$ cat src/rtl/slot_scheduler_if.sv
// Control bundle between the slot scheduler, the descriptor slot bank, the DMA engine and the kernel.
// master = scheduler side, slave = environment side.
interface slot_scheduler_if #(
    parameter int NUM_SLOTS     = 4,
    parameter int IDX_WIDTH     = 2,
    parameter int ADDR_WIDTH    = 32,
    parameter int SIZE_WIDTH    = 26,
    parameter int STATUS_WIDTH  = 2,
    parameter int PROFILE_WIDTH = 32,
    parameter int MSK_WIDTH     = 8
);
    logic                              en;
    logic [NUM_SLOTS*STATUS_WIDTH-1:0] slot_status;
    logic [IDX_WIDTH-1:0]              slot_idx;
    logic [ADDR_WIDTH-1:0]             sel_src_addr;
    logic [SIZE_WIDTH-1:0]             sel_src_size;
    logic [ADDR_WIDTH-1:0]             sel_des_addr;
    logic [SIZE_WIDTH-1:0]             sel_des_size;
    logic [MSK_WIDTH-1:0]              sel_ld_mask;
    logic [MSK_WIDTH-1:0]              sel_st_mask;
    logic                              dma_valid;
    logic                              dma_ready;
    logic                              dma_dir;
    logic [ADDR_WIDTH-1:0]             dma_addr;
    logic [SIZE_WIDTH-1:0]             dma_size;
    logic [MSK_WIDTH-1:0]              dma_mask;
    logic                              dma_done;
    logic                              krn_start;
    logic                              krn_done;
    logic [STATUS_WIDTH-1:0]           wr_status;
    logic                              set_status;
    logic [PROFILE_WIDTH-1:0]          wr_profile;
    logic                              set_profile;
    logic [MSK_WIDTH-1:0]              wr_intr_ack;
    logic                              set_intr_ack;
    logic                              busy;

    modport master (
        input  en, slot_status, sel_src_addr, sel_src_size, sel_des_addr, sel_des_size,
               sel_ld_mask, sel_st_mask, dma_ready, dma_done, krn_done,
        output slot_idx, dma_valid, dma_dir, dma_addr, dma_size, dma_mask, krn_start,
               wr_status, set_status, wr_profile, set_profile, wr_intr_ack, set_intr_ack, busy
    );

    modport slave (
        output en, slot_status, sel_src_addr, sel_src_size, sel_des_addr, sel_des_size,
               sel_ld_mask, sel_st_mask, dma_ready, dma_done, krn_done,
        input  slot_idx, dma_valid, dma_dir, dma_addr, dma_size, dma_mask, krn_start,
               wr_status, set_status, wr_profile, set_profile, wr_intr_ack, set_intr_ack, busy
    );
endinterface

$ cat src/rtl/slot_scheduler.sv
// Round-robin job sequencer: claims a READY slot, runs load DMA -> kernel -> store DMA,
// then writes DONE status, the cycle profile and the store-interrupt ack mask back to the slot.
module slot_scheduler #(
    parameter int NUM_SLOTS     = 4,
    parameter int IDX_WIDTH     = 2,
    parameter int ADDR_WIDTH    = 32,
    parameter int SIZE_WIDTH    = 26,
    parameter int STATUS_WIDTH  = 2,
    parameter int PROFILE_WIDTH = 32,
    parameter int MSK_WIDTH     = 8
) (
    input logic              clk,
    input logic              reset,
    slot_scheduler_if.master bus
);
    typedef enum logic [2:0] {
        S_IDLE, S_CLAIM, S_LD_REQ, S_LD_WAIT, S_KRN, S_ST_REQ, S_ST_WAIT, S_FIN
    } state_e;

    localparam logic [STATUS_WIDTH-1:0] ST_READY = STATUS_WIDTH'(1);
    localparam logic [STATUS_WIDTH-1:0] ST_BUSY  = STATUS_WIDTH'(2);
    localparam logic [STATUS_WIDTH-1:0] ST_DONE  = STATUS_WIDTH'(3);

    state_e                   state_q;
    logic [IDX_WIDTH-1:0]     slot_idx_q, rr_q;
    logic [ADDR_WIDTH-1:0]    des_addr_q, dma_addr_q;
    logic [SIZE_WIDTH-1:0]    des_size_q, dma_size_q;
    logic [MSK_WIDTH-1:0]     st_mask_q, dma_mask_q, wr_intr_ack_q;
    logic [PROFILE_WIDTH-1:0] prof_q, prof_d, wr_profile_q;
    logic [STATUS_WIDTH-1:0]  wr_status_q;
    logic                     dma_valid_q, dma_dir_q, krn_start_q;
    logic                     set_status_q, set_profile_q, set_intr_ack_q;
    logic                     any_ready, go_fin;
    logic [IDX_WIDTH-1:0]     pick_idx;

    function automatic logic [PROFILE_WIDTH-1:0] sat_inc(input logic [PROFILE_WIDTH-1:0] v);
        return (&v) ? v : v + PROFILE_WIDTH'(1);
    endfunction

    // Descending scan so the slot nearest after the rr pointer wins.
    always_comb begin
        any_ready = 1'b0;
        pick_idx  = rr_q;
        for (int k = NUM_SLOTS; k >= 1; k--) begin
            if (bus.slot_status[((int'(rr_q) + k) % NUM_SLOTS) * STATUS_WIDTH +: STATUS_WIDTH] == ST_READY) begin
                any_ready = 1'b1;
                pick_idx  = IDX_WIDTH'((int'(rr_q) + k) % NUM_SLOTS);
            end
        end
    end

    assign prof_d = sat_inc(prof_q);
    assign go_fin = (state_q == S_KRN && bus.krn_done && des_size_q == '0) ||
                    (state_q == S_ST_WAIT && bus.dma_done);

    always_ff @(posedge clk) begin
        if (reset) begin
            state_q        <= S_IDLE;
            slot_idx_q     <= '0;
            rr_q           <= IDX_WIDTH'(NUM_SLOTS - 1);
            des_addr_q     <= '0;
            des_size_q     <= '0;
            st_mask_q      <= '0;
            prof_q         <= '0;
            dma_valid_q    <= 1'b0;
            dma_dir_q      <= 1'b0;
            dma_addr_q     <= '0;
            dma_size_q     <= '0;
            dma_mask_q     <= '0;
            krn_start_q    <= 1'b0;
            wr_status_q    <= '0;
            set_status_q   <= 1'b0;
            wr_profile_q   <= '0;
            set_profile_q  <= 1'b0;
            wr_intr_ack_q  <= '0;
            set_intr_ack_q <= 1'b0;
        end else begin
            set_status_q   <= 1'b0;
            set_profile_q  <= 1'b0;
            set_intr_ack_q <= 1'b0;
            krn_start_q    <= 1'b0;
            if (state_q != S_IDLE) prof_q <= prof_d;
            case (state_q)
                S_IDLE: begin
                    if (bus.en && any_ready) begin
                        slot_idx_q   <= pick_idx;
                        state_q      <= S_CLAIM;
                        set_status_q <= 1'b1;
                        wr_status_q  <= ST_BUSY;
                        prof_q       <= '0;
                    end
                end
                S_CLAIM: begin
                    des_addr_q <= bus.sel_des_addr;
                    des_size_q <= bus.sel_des_size;
                    st_mask_q  <= bus.sel_st_mask;
                    if (bus.sel_src_size != '0) begin
                        state_q     <= S_LD_REQ;
                        dma_valid_q <= 1'b1;
                        dma_dir_q   <= 1'b0;
                        dma_addr_q  <= bus.sel_src_addr;
                        dma_size_q  <= bus.sel_src_size;
                        dma_mask_q  <= bus.sel_ld_mask;
                    end else begin
                        state_q     <= S_KRN;
                        krn_start_q <= 1'b1;
                    end
                end
                S_LD_REQ: begin
                    if (bus.dma_ready) begin
                        dma_valid_q <= 1'b0;
                        state_q     <= S_LD_WAIT;
                    end
                end
                S_LD_WAIT: begin
                    if (bus.dma_done) begin
                        state_q     <= S_KRN;
                        krn_start_q <= 1'b1;
                    end
                end
                S_KRN: begin
                    if (bus.krn_done) begin
                        if (des_size_q != '0) begin
                            state_q     <= S_ST_REQ;
                            dma_valid_q <= 1'b1;
                            dma_dir_q   <= 1'b1;
                            dma_addr_q  <= des_addr_q;
                            dma_size_q  <= des_size_q;
                            dma_mask_q  <= st_mask_q;
                        end else begin
                            state_q <= S_FIN;
                        end
                    end
                end
                S_ST_REQ: begin
                    if (bus.dma_ready) begin
                        dma_valid_q <= 1'b0;
                        state_q     <= S_ST_WAIT;
                    end
                end
                S_ST_WAIT: begin
                    if (bus.dma_done) state_q <= S_FIN;
                end
                S_FIN: begin
                    rr_q    <= slot_idx_q;
                    state_q <= S_IDLE;
                end
                default: state_q <= S_IDLE;
            endcase
            // Write-back strobes are registered so they are valid during the FIN cycle itself.
            if (go_fin) begin
                set_status_q   <= 1'b1;
                wr_status_q    <= ST_DONE;
                set_profile_q  <= 1'b1;
                wr_profile_q   <= prof_d;
                set_intr_ack_q <= 1'b1;
                wr_intr_ack_q  <= st_mask_q;
            end
        end
    end

    assign bus.slot_idx     = slot_idx_q;
    assign bus.dma_valid    = dma_valid_q;
    assign bus.dma_dir      = dma_dir_q;
    assign bus.dma_addr     = dma_addr_q;
    assign bus.dma_size     = dma_size_q;
    assign bus.dma_mask     = dma_mask_q;
    assign bus.krn_start    = krn_start_q;
    assign bus.wr_status    = wr_status_q;
    assign bus.set_status   = set_status_q;
    assign bus.wr_profile   = wr_profile_q;
    assign bus.set_profile  = set_profile_q;
    assign bus.wr_intr_ack  = wr_intr_ack_q;
    assign bus.set_intr_ack = set_intr_ack_q;
    assign bus.busy         = (state_q != S_IDLE);
endmodule

$ cat src/flat_wrapper.sv
// flat-port wrapper written by rule: the top's interface ports become plain ports
module slot_scheduler_flat 
#(
    parameter int NUM_SLOTS     = 4,
    parameter int IDX_WIDTH     = 2,
    parameter int ADDR_WIDTH    = 32,
    parameter int SIZE_WIDTH    = 26,
    parameter int STATUS_WIDTH  = 2,
    parameter int PROFILE_WIDTH = 32,
    parameter int MSK_WIDTH     = 8
)
  (clk, reset, bus_en, bus_slot_status, bus_sel_src_addr, bus_sel_src_size, bus_sel_des_addr, bus_sel_des_size, bus_sel_ld_mask, bus_sel_st_mask, bus_dma_ready, bus_dma_done, bus_krn_done, bus_slot_idx, bus_dma_valid, bus_dma_dir, bus_dma_addr, bus_dma_size, bus_dma_mask, bus_krn_start, bus_wr_status, bus_set_status, bus_wr_profile, bus_set_profile, bus_wr_intr_ack, bus_set_intr_ack, bus_busy);
  slot_scheduler_if #(.NUM_SLOTS(NUM_SLOTS), .IDX_WIDTH(IDX_WIDTH), .ADDR_WIDTH(ADDR_WIDTH), .SIZE_WIDTH(SIZE_WIDTH), .STATUS_WIDTH(STATUS_WIDTH), .PROFILE_WIDTH(PROFILE_WIDTH), .MSK_WIDTH(MSK_WIDTH)) bus_i ();
  input logic clk;
  input logic reset;
  input wire logic [$bits(bus_i.en)-1:0] bus_en;
  input wire logic [$bits(bus_i.slot_status)-1:0] bus_slot_status;
  input wire logic [$bits(bus_i.sel_src_addr)-1:0] bus_sel_src_addr;
  input wire logic [$bits(bus_i.sel_src_size)-1:0] bus_sel_src_size;
  input wire logic [$bits(bus_i.sel_des_addr)-1:0] bus_sel_des_addr;
  input wire logic [$bits(bus_i.sel_des_size)-1:0] bus_sel_des_size;
  input wire logic [$bits(bus_i.sel_ld_mask)-1:0] bus_sel_ld_mask;
  input wire logic [$bits(bus_i.sel_st_mask)-1:0] bus_sel_st_mask;
  input wire logic [$bits(bus_i.dma_ready)-1:0] bus_dma_ready;
  input wire logic [$bits(bus_i.dma_done)-1:0] bus_dma_done;
  input wire logic [$bits(bus_i.krn_done)-1:0] bus_krn_done;
  output wire logic [$bits(bus_i.slot_idx)-1:0] bus_slot_idx;
  output wire logic [$bits(bus_i.dma_valid)-1:0] bus_dma_valid;
  output wire logic [$bits(bus_i.dma_dir)-1:0] bus_dma_dir;
  output wire logic [$bits(bus_i.dma_addr)-1:0] bus_dma_addr;
  output wire logic [$bits(bus_i.dma_size)-1:0] bus_dma_size;
  output wire logic [$bits(bus_i.dma_mask)-1:0] bus_dma_mask;
  output wire logic [$bits(bus_i.krn_start)-1:0] bus_krn_start;
  output wire logic [$bits(bus_i.wr_status)-1:0] bus_wr_status;
  output wire logic [$bits(bus_i.set_status)-1:0] bus_set_status;
  output wire logic [$bits(bus_i.wr_profile)-1:0] bus_wr_profile;
  output wire logic [$bits(bus_i.set_profile)-1:0] bus_set_profile;
  output wire logic [$bits(bus_i.wr_intr_ack)-1:0] bus_wr_intr_ack;
  output wire logic [$bits(bus_i.set_intr_ack)-1:0] bus_set_intr_ack;
  output wire logic [$bits(bus_i.busy)-1:0] bus_busy;
  assign bus_i.en = bus_en;
  assign bus_i.slot_status = bus_slot_status;
  assign bus_i.sel_src_addr = bus_sel_src_addr;
  assign bus_i.sel_src_size = bus_sel_src_size;
  assign bus_i.sel_des_addr = bus_sel_des_addr;
  assign bus_i.sel_des_size = bus_sel_des_size;
  assign bus_i.sel_ld_mask = bus_sel_ld_mask;
  assign bus_i.sel_st_mask = bus_sel_st_mask;
  assign bus_i.dma_ready = bus_dma_ready;
  assign bus_i.dma_done = bus_dma_done;
  assign bus_i.krn_done = bus_krn_done;
  assign bus_slot_idx = bus_i.slot_idx;
  assign bus_dma_valid = bus_i.dma_valid;
  assign bus_dma_dir = bus_i.dma_dir;
  assign bus_dma_addr = bus_i.dma_addr;
  assign bus_dma_size = bus_i.dma_size;
  assign bus_dma_mask = bus_i.dma_mask;
  assign bus_krn_start = bus_i.krn_start;
  assign bus_wr_status = bus_i.wr_status;
  assign bus_set_status = bus_i.set_status;
  assign bus_wr_profile = bus_i.wr_profile;
  assign bus_set_profile = bus_i.set_profile;
  assign bus_wr_intr_ack = bus_i.wr_intr_ack;
  assign bus_set_intr_ack = bus_i.set_intr_ack;
  assign bus_busy = bus_i.busy;
  slot_scheduler #(.NUM_SLOTS(NUM_SLOTS), .IDX_WIDTH(IDX_WIDTH), .ADDR_WIDTH(ADDR_WIDTH), .SIZE_WIDTH(SIZE_WIDTH), .STATUS_WIDTH(STATUS_WIDTH), .PROFILE_WIDTH(PROFILE_WIDTH), .MSK_WIDTH(MSK_WIDTH)) u_core (.clk(clk), .reset(reset), .bus(bus_i));
endmodule
$ cat config.mk
export PLATFORM = sky130hd
export DESIGN_NAME = slot_scheduler_flat
export DESIGN_NICKNAME = d
export VERILOG_FILES = /design/src/rtl/slot_scheduler_if.sv /design/src/rtl/slot_scheduler.sv /design/src/flat_wrapper.sv
export SDC_FILE = /design/constraint.sdc
export NUM_CORES = 1
export LEC_CHECK = 0
export ABC_AREA = 1
export BUFFER_PORTS_ARGS = -buffer_cell sky130_fd_sc_hd__buf_2
export CORE_ASPECT_RATIO = 1.4
export CORE_MARGIN = 5
export CORE_UTILIZATION = 25
export DETAILED_ROUTE_END_ITERATION = 10
export SETUP_SLACK_MARGIN = 0.05
export SLEW_MARGIN = 20
export SYNTH_ARGS = -nofsm -noshare
export SYNTH_HDL_FRONTEND = slang
export SYNTH_SLANG_ARGS = --single-unit
export TNS_END_PERCENT = 1
$ cat constraint.sdc
create_clock -name clk -period 1.71 [get_ports clk]
set_input_delay 0.342 -clock clk [delete_from_list [all_inputs] [get_ports clk]]
set_output_delay 0.342 -clock clk [all_outputs]
set_load 0.005 [all_outputs]
* Word level (Yosys, flattened, before mapping)
Index checks and enable logic that the tools add are counted.
Storage, ports and cells: logic and storage cells 126, register bits 218, output and inout bits 117, bits of input ports 146
Cells by class: reduce and logical (&&, ||, !) cells 25, shift operators 4, muxes and demuxes 50, $add $sub $neg 5, equality and inequality tests 20, bitwise logic cells 4
Operators with widths (number):
- two-way mux 32 bit | 7
- two-way mux 26 bit | 3
- case mux 32 bit (2 select lines) | 1
- case mux 26 bit (2 select lines) | 1
- nonzero test 26 bit | 2
- adder 32 x 1 -> 32 bit (second input constant) | 1
- AND reduction 32 bit | 1
- variable part select 8 x 4 -> 2 bit | 4
- zero test 26 bit | 1
- two-way mux 8 bit | 3
- case mux 3 bit (8 select lines) | 1
- two-way mux 3 bit | 7
- two-way mux 2 bit | 8
- case mux 8 bit (2 select lines) | 1
- two-way mux 1 bit | 15
- equality test 3 bit (second input constant) | 4
- inequality test 2 bit (second input constant) | 6
- OR reduction 2 bit | 5
- equality test 2 x 1 -> 1 bit (second input constant) | 4
- equality test 3 x 2 -> 1 bit (second input constant) | 2
- inequality test 2 x 1 -> 1 bit (second input constant) | 3
- AND reduction 6 bit | 1
- nonzero test 2 bit | 3
- nonzero test 3 bit | 2
- other kinds (12) | 22

* Longest topological paths before layout
word-level depth 13, mapped depth 13, mapped depth without buffers 12

* Worst setup path after synthesis
No wires, ideal clock.
path type register to register, start point reg u_core.prof_q[0], end point reg u_core.wr_profile_q[1], in the netlist u_core.bus.wr_profile[1], library setup time 116 ps, stages on the path, launching flop included 12, slack -16 ps, path buffers 1, required time 1594 ps, clock period less this slack 1726 ps, arrival 1610 ps, cells stage by stage dfxtp_1 > ha_1 > nand3_2 > inv_2 > nand2_2 > nor2_4 > nand2_2 > buf_4 > nand2_1 > nand2_1 > nor2_1 > nor2_1
On the way: longest elaborated chain between the ends 2, elaborated cells on any way between the ends 3, classes of those cells add/sub (1); mux (1); reduce/logical (1)
RTL lines:
- start: declaration | line slot_scheduler.sv:29 | logic [PROFILE_WIDTH-1:0] prof_q, prof_d, wr_profile_q;
- start signal: assignment | line slot_scheduler.sv:82 | if (state_q != S_IDLE) prof_q <= prof_d;
- adder 32 x 1 -> 32 bit or AND reduction 32 bit (tied branches) | line slot_scheduler.sv:37 | return (&v) ? v : v + PROFILE_WIDTH'(1);
- two-way mux 32 bit * | line slot_scheduler.sv:37
- end signal: assignment | line slot_scheduler.sv:155 | wr_profile_q <= prof_d;
- end: declaration | line slot_scheduler.sv:29
Mark *: on every way between the ends. The rest lies on a longest branch, timed or not. A chain may end at the register's enable or synchronous reset.

* Worst setup path after layout
start point reg u_core.state_q[0], end point out bus_busy
On the way: longest elaborated chain between the ends 1
RTL lines:
- start: declaration | line slot_scheduler.sv:24 | state_e state_q;
- start signal: assignment | line slot_scheduler.sv:58 | state_q <= S_IDLE;
- start signal: assignment | line slot_scheduler.sv:87 | state_q <= S_CLAIM;
- start signal: assignment | line slot_scheduler.sv:98 | state_q <= S_LD_REQ;
- nonzero test 3 bit | line slot_scheduler.sv:175 | assign bus.busy = (state_q != S_IDLE);
- end: declaration | line flat_wrapper.sv:40 | output wire logic [$bits(bus_i.busy)-1:0] bus_busy;
Every way passes these cells.

==> impl_metrics.csv <==
group,metric,value,unit
status,status,"finished with violations",
status,violations,"negative setup slack",
critical_path,start_kind,"register",
synthesis,synth.avg_cell_area,6.755,um2
timing,rsz0062_at_grt,"yes",
final_layout,multi_input_area,5588,um2
power_and_ir_drop,irDropWorstVdd,0.7166,mV
global_route,grt_max_degree,69,
die,die_area,46590,um2
cts,clock_path_buffers,3,
synthesis,syn_area,10580,um2
cts,cts_htree_levels,1,
critical_path,worst_ep_arrival_time,1.43,ns
final_layout,seq_area,4383,um2
timing,hold_viol,0,
synthesis,synth_area_leaders,"dfxtp_1 41%, nand2_1 12%, o21ai_0 8.4%",
global_route,grt_pass1_vias,11176,
hold_path,hp-class,"in2reg",
die,initial_core_util,25.20,%
timing,finalSetupViolCount,1,
route,drc_errors,0,
cts,cts.clk_slew.worst_paths,0.06,ns
route,routed_wl,36820,um
die,rows,89,
synthesis,synth_nets,1713,
synthesis,synthCells,1566,
final_layout,final_layout_size_suffix_gt1_share,28.67,%
global_route,grt_usage,15.05,%
synthesis,yosysSeqAreaShare,41.25,%
synthesis,synth_largest_area_cell,"dfxtp_1",
die,io_pins,263,
critical_path,ff2ff_path_depth,8,
global_route,grt_first_pass_wirelength,57640,um
timing,finalClockSkew,0.01859,ns
route,antenna_left,0,
flow_run,cap_violations,0,
place,dp_slack,-0.2275,ns
hold_path,hold_depth,3,
timing,max_freq,565.9,MHz
power_and_ir_drop,p_leak,0.006934,uW
final_layout,area_delta_synth_final,37.85,%
synthesis,synthArstFlopShare,0,%
timing,worstMarginPinSlew,0.5026,ns
final_layout,n_fill_cell,4515,
cts,cts_buffers,24,
critical_path,cp_max_fo,2,
route,vias_per_cell,4.601,
route,vias,11291,
cts,clockRootBuffer,"clkbuf_16",
critical_path,path_class,"reg2out",
critical_path,end_kind,"output port",
synthesis,synth_edf_count,0,
place,place_congestion,0.8916,
synthesis,yosys.cell_count.top_type,"nand2_1",
route,wl_per_cell,15.01,um
place,numPortBuffers,262,
power_and_ir_drop,power_density,1307,nW/um2
synthesis,synth.distinct_cells,28,
critical_path,required,1.37,ns
synthesis,synth_top_area_share,41.25,%
synthesis,synthMuxAreaShare,0,%
cts,cts_tree,"built",
global_route,antenna_found_initial,1,
synthesis,synth_ff_type,"dfxtp_1",
timing,finalCritPeriodShare,103.3,%
synthesis,yosys.area_share.simple,32.44,%
synthesis,ys_ff_latch,218,
synthesis,synth_compound_area_share,16.94,%
die,coreArea,41980,um2
route,dr.pass1.iters,5,
final_layout,diodes,0,
cts,insertion_delay,0.53,ns
synthesis,synth_xor_area_share,0.5795,%
cts,cts_sinks,218,
place,post-dp-hpwl,26900,um
final_layout,nets,2038,
timing,timing.slew.headroom,66.49,%
synthesis,synth_top_cells_by_count,"341 x nand2_1, 237 x nor2_1, 218 x dfxtp_1, 178 x o21ai_0, 176 x a21oi_1",
timing,worst_slack,-0.05701,ns
power_and_ir_drop,finalPower,19060,uW
route,drt_first_iter_violations,506,
die,die_w,183.9,um
synthesis,synth_fa_ha_area_share,0.1183,%
timing,slew_viol_final,0,
global_route,grt_remaining_overflow,0,
die,die_y,253.4,um
synthesis,synth_top_family_by_area,"simple AND/OR/NAND/NOR gates",
timing,period_needed,1.767,ns
synthesis,ys_warn_count,0,
-- report_power, final --
part | total [uW] | switching, uW | internal, uW
registers | 6980 | 623 | 6360
logic | 6710 | 3850 | 2860
clock network | 5360 | 2140 | 3220
total | 19100 | 6620 | 12400
-- cells by family (layout without fill, tap and decap cells) --
kind of cell,after synthesis,in the layout
buffers and inverters,212,554
flip-flops,218,218
XOR/XNOR,7,7
AO/OA/AOI/OAI,357,357
AND/OR/NAND/NOR,771,771
adder cells (fa/ha/maj),1,1
-- layer usage --
layer  global-route usage (%)  wire [um]  vias up
met5                        0          0        -
met4                    4.967       1061        0
met3                    2.745       2181       59
met2                    28.24      19410      315
met1                    16.99      14170     5165
li1                         -          -     5752
-- state kept, by name, summed over array words and instances, names as in the netlist --
register and cells:
u_core.state_q 3, u_core.bus.wr_status 2, u_core.prof_q 32, u_core.bus.dma_size 26, u_core.st_mask_q 8, u_core.rr_q 2, u_core.bus.set_status 1, u_core.bus.slot_idx 2
u_core.bus.dma_valid 1, u_core.bus.wr_profile 32, u_core.bus.dma_addr 32, u_core.bus.set_profile 1, u_core.des_size_q 26, u_core.des_addr_q 32, u_core.bus.dma_dir 1, u_core.bus.krn_start 1
u_core.bus.dma_mask 8, u_core.bus.wr_intr_ack 8
-- layout make-up --
class / count / share of cell area [%]
clock buffer: 35 / 4.685
inverter: 109 / 2.874
sequential: 218 / 30.06
multi-input combinational: 1136 / 38.32
clock inverter: 8 / 0.8323
timing repair buffer: 402 / 18.55
tap: 546 / 4.685
-- stage by stage --
step / instances / hold WS, ns / setup TNS [ns] / util, % / cell area [um2]
after floorplan: 1566 / 0.4245 / 0 / - / 10580
after global placement: 2404 / 0.4318 / -13.57 / 31.58 / 13260
after detailed placement: 2404 / 0.4374 / -18.36 / 31.58 / 13260
after CTS: 2450 / 0.05868 / -0.09282 / 34.04 / 14290
after global routing: 2454 / 0.08608 / -3.391 / 34.74 / 14580
final: 2454 / 0.08349 / -0.05701 / 34.74 / 14580
-- cell usage in the layout, fill, tap and decap left out, types with 4 or more instances in the layout --
master     synthesis  layout
nand2_1          341     332
buf_2             37     261
dfxtp_1          218     205
nor2_1           237     200
o21ai_0          178     175
a21oi_1          176     173
buf_4              2     103
inv_1            100      97
nand3b_1          80      80
nand3_1           73      68
nor2_2             4      33
clkbuf_16          0      27
buf_6              9      18
nand3_2           11      13
buf_12             0      12
dfxtp_2            0      12
nor2_4             1       9
nand4_1            9       9
clkbuf_1          50       8
inv_2              8       7
nand2_4            0       7
or2_2              7       7
nand2_2            5       6
xnor2_1            5       5
inv_4              0       4
-- repair_timing --
item | CTS | global route
setup endpoints to repair | 139 | 190
hold buffers | 0 | 0
cloned | 1 | 2
pin swaps | 10 | 21
setup buffers | 2 | 2
resized for setup | 48 | 75
-- worst paths after layout --
check,start,to,slack [ns]
worst min-delay path,bus_sel_des_addr[28],u_core.des_addr_q[28],0.08
worst max-delay path,u_core.state_q[0],bus_busy,-0.06
worst min register to register,u_core.des_addr_q[0],u_core.des_addr_q[0],0.44
worst max register to register,u_core.state_q[0],u_core.bus.dma_addr[11],0.04
-- critical path, cell delays in order, from the launching register on --
cell and delay, ns:
dfxtp_2 0.34, nor2_4 0.15, buf_6 0.13, nand2_8 0.05, buf_12 0.12, buf_6 0.10
(Power assumes the default switching activity.)
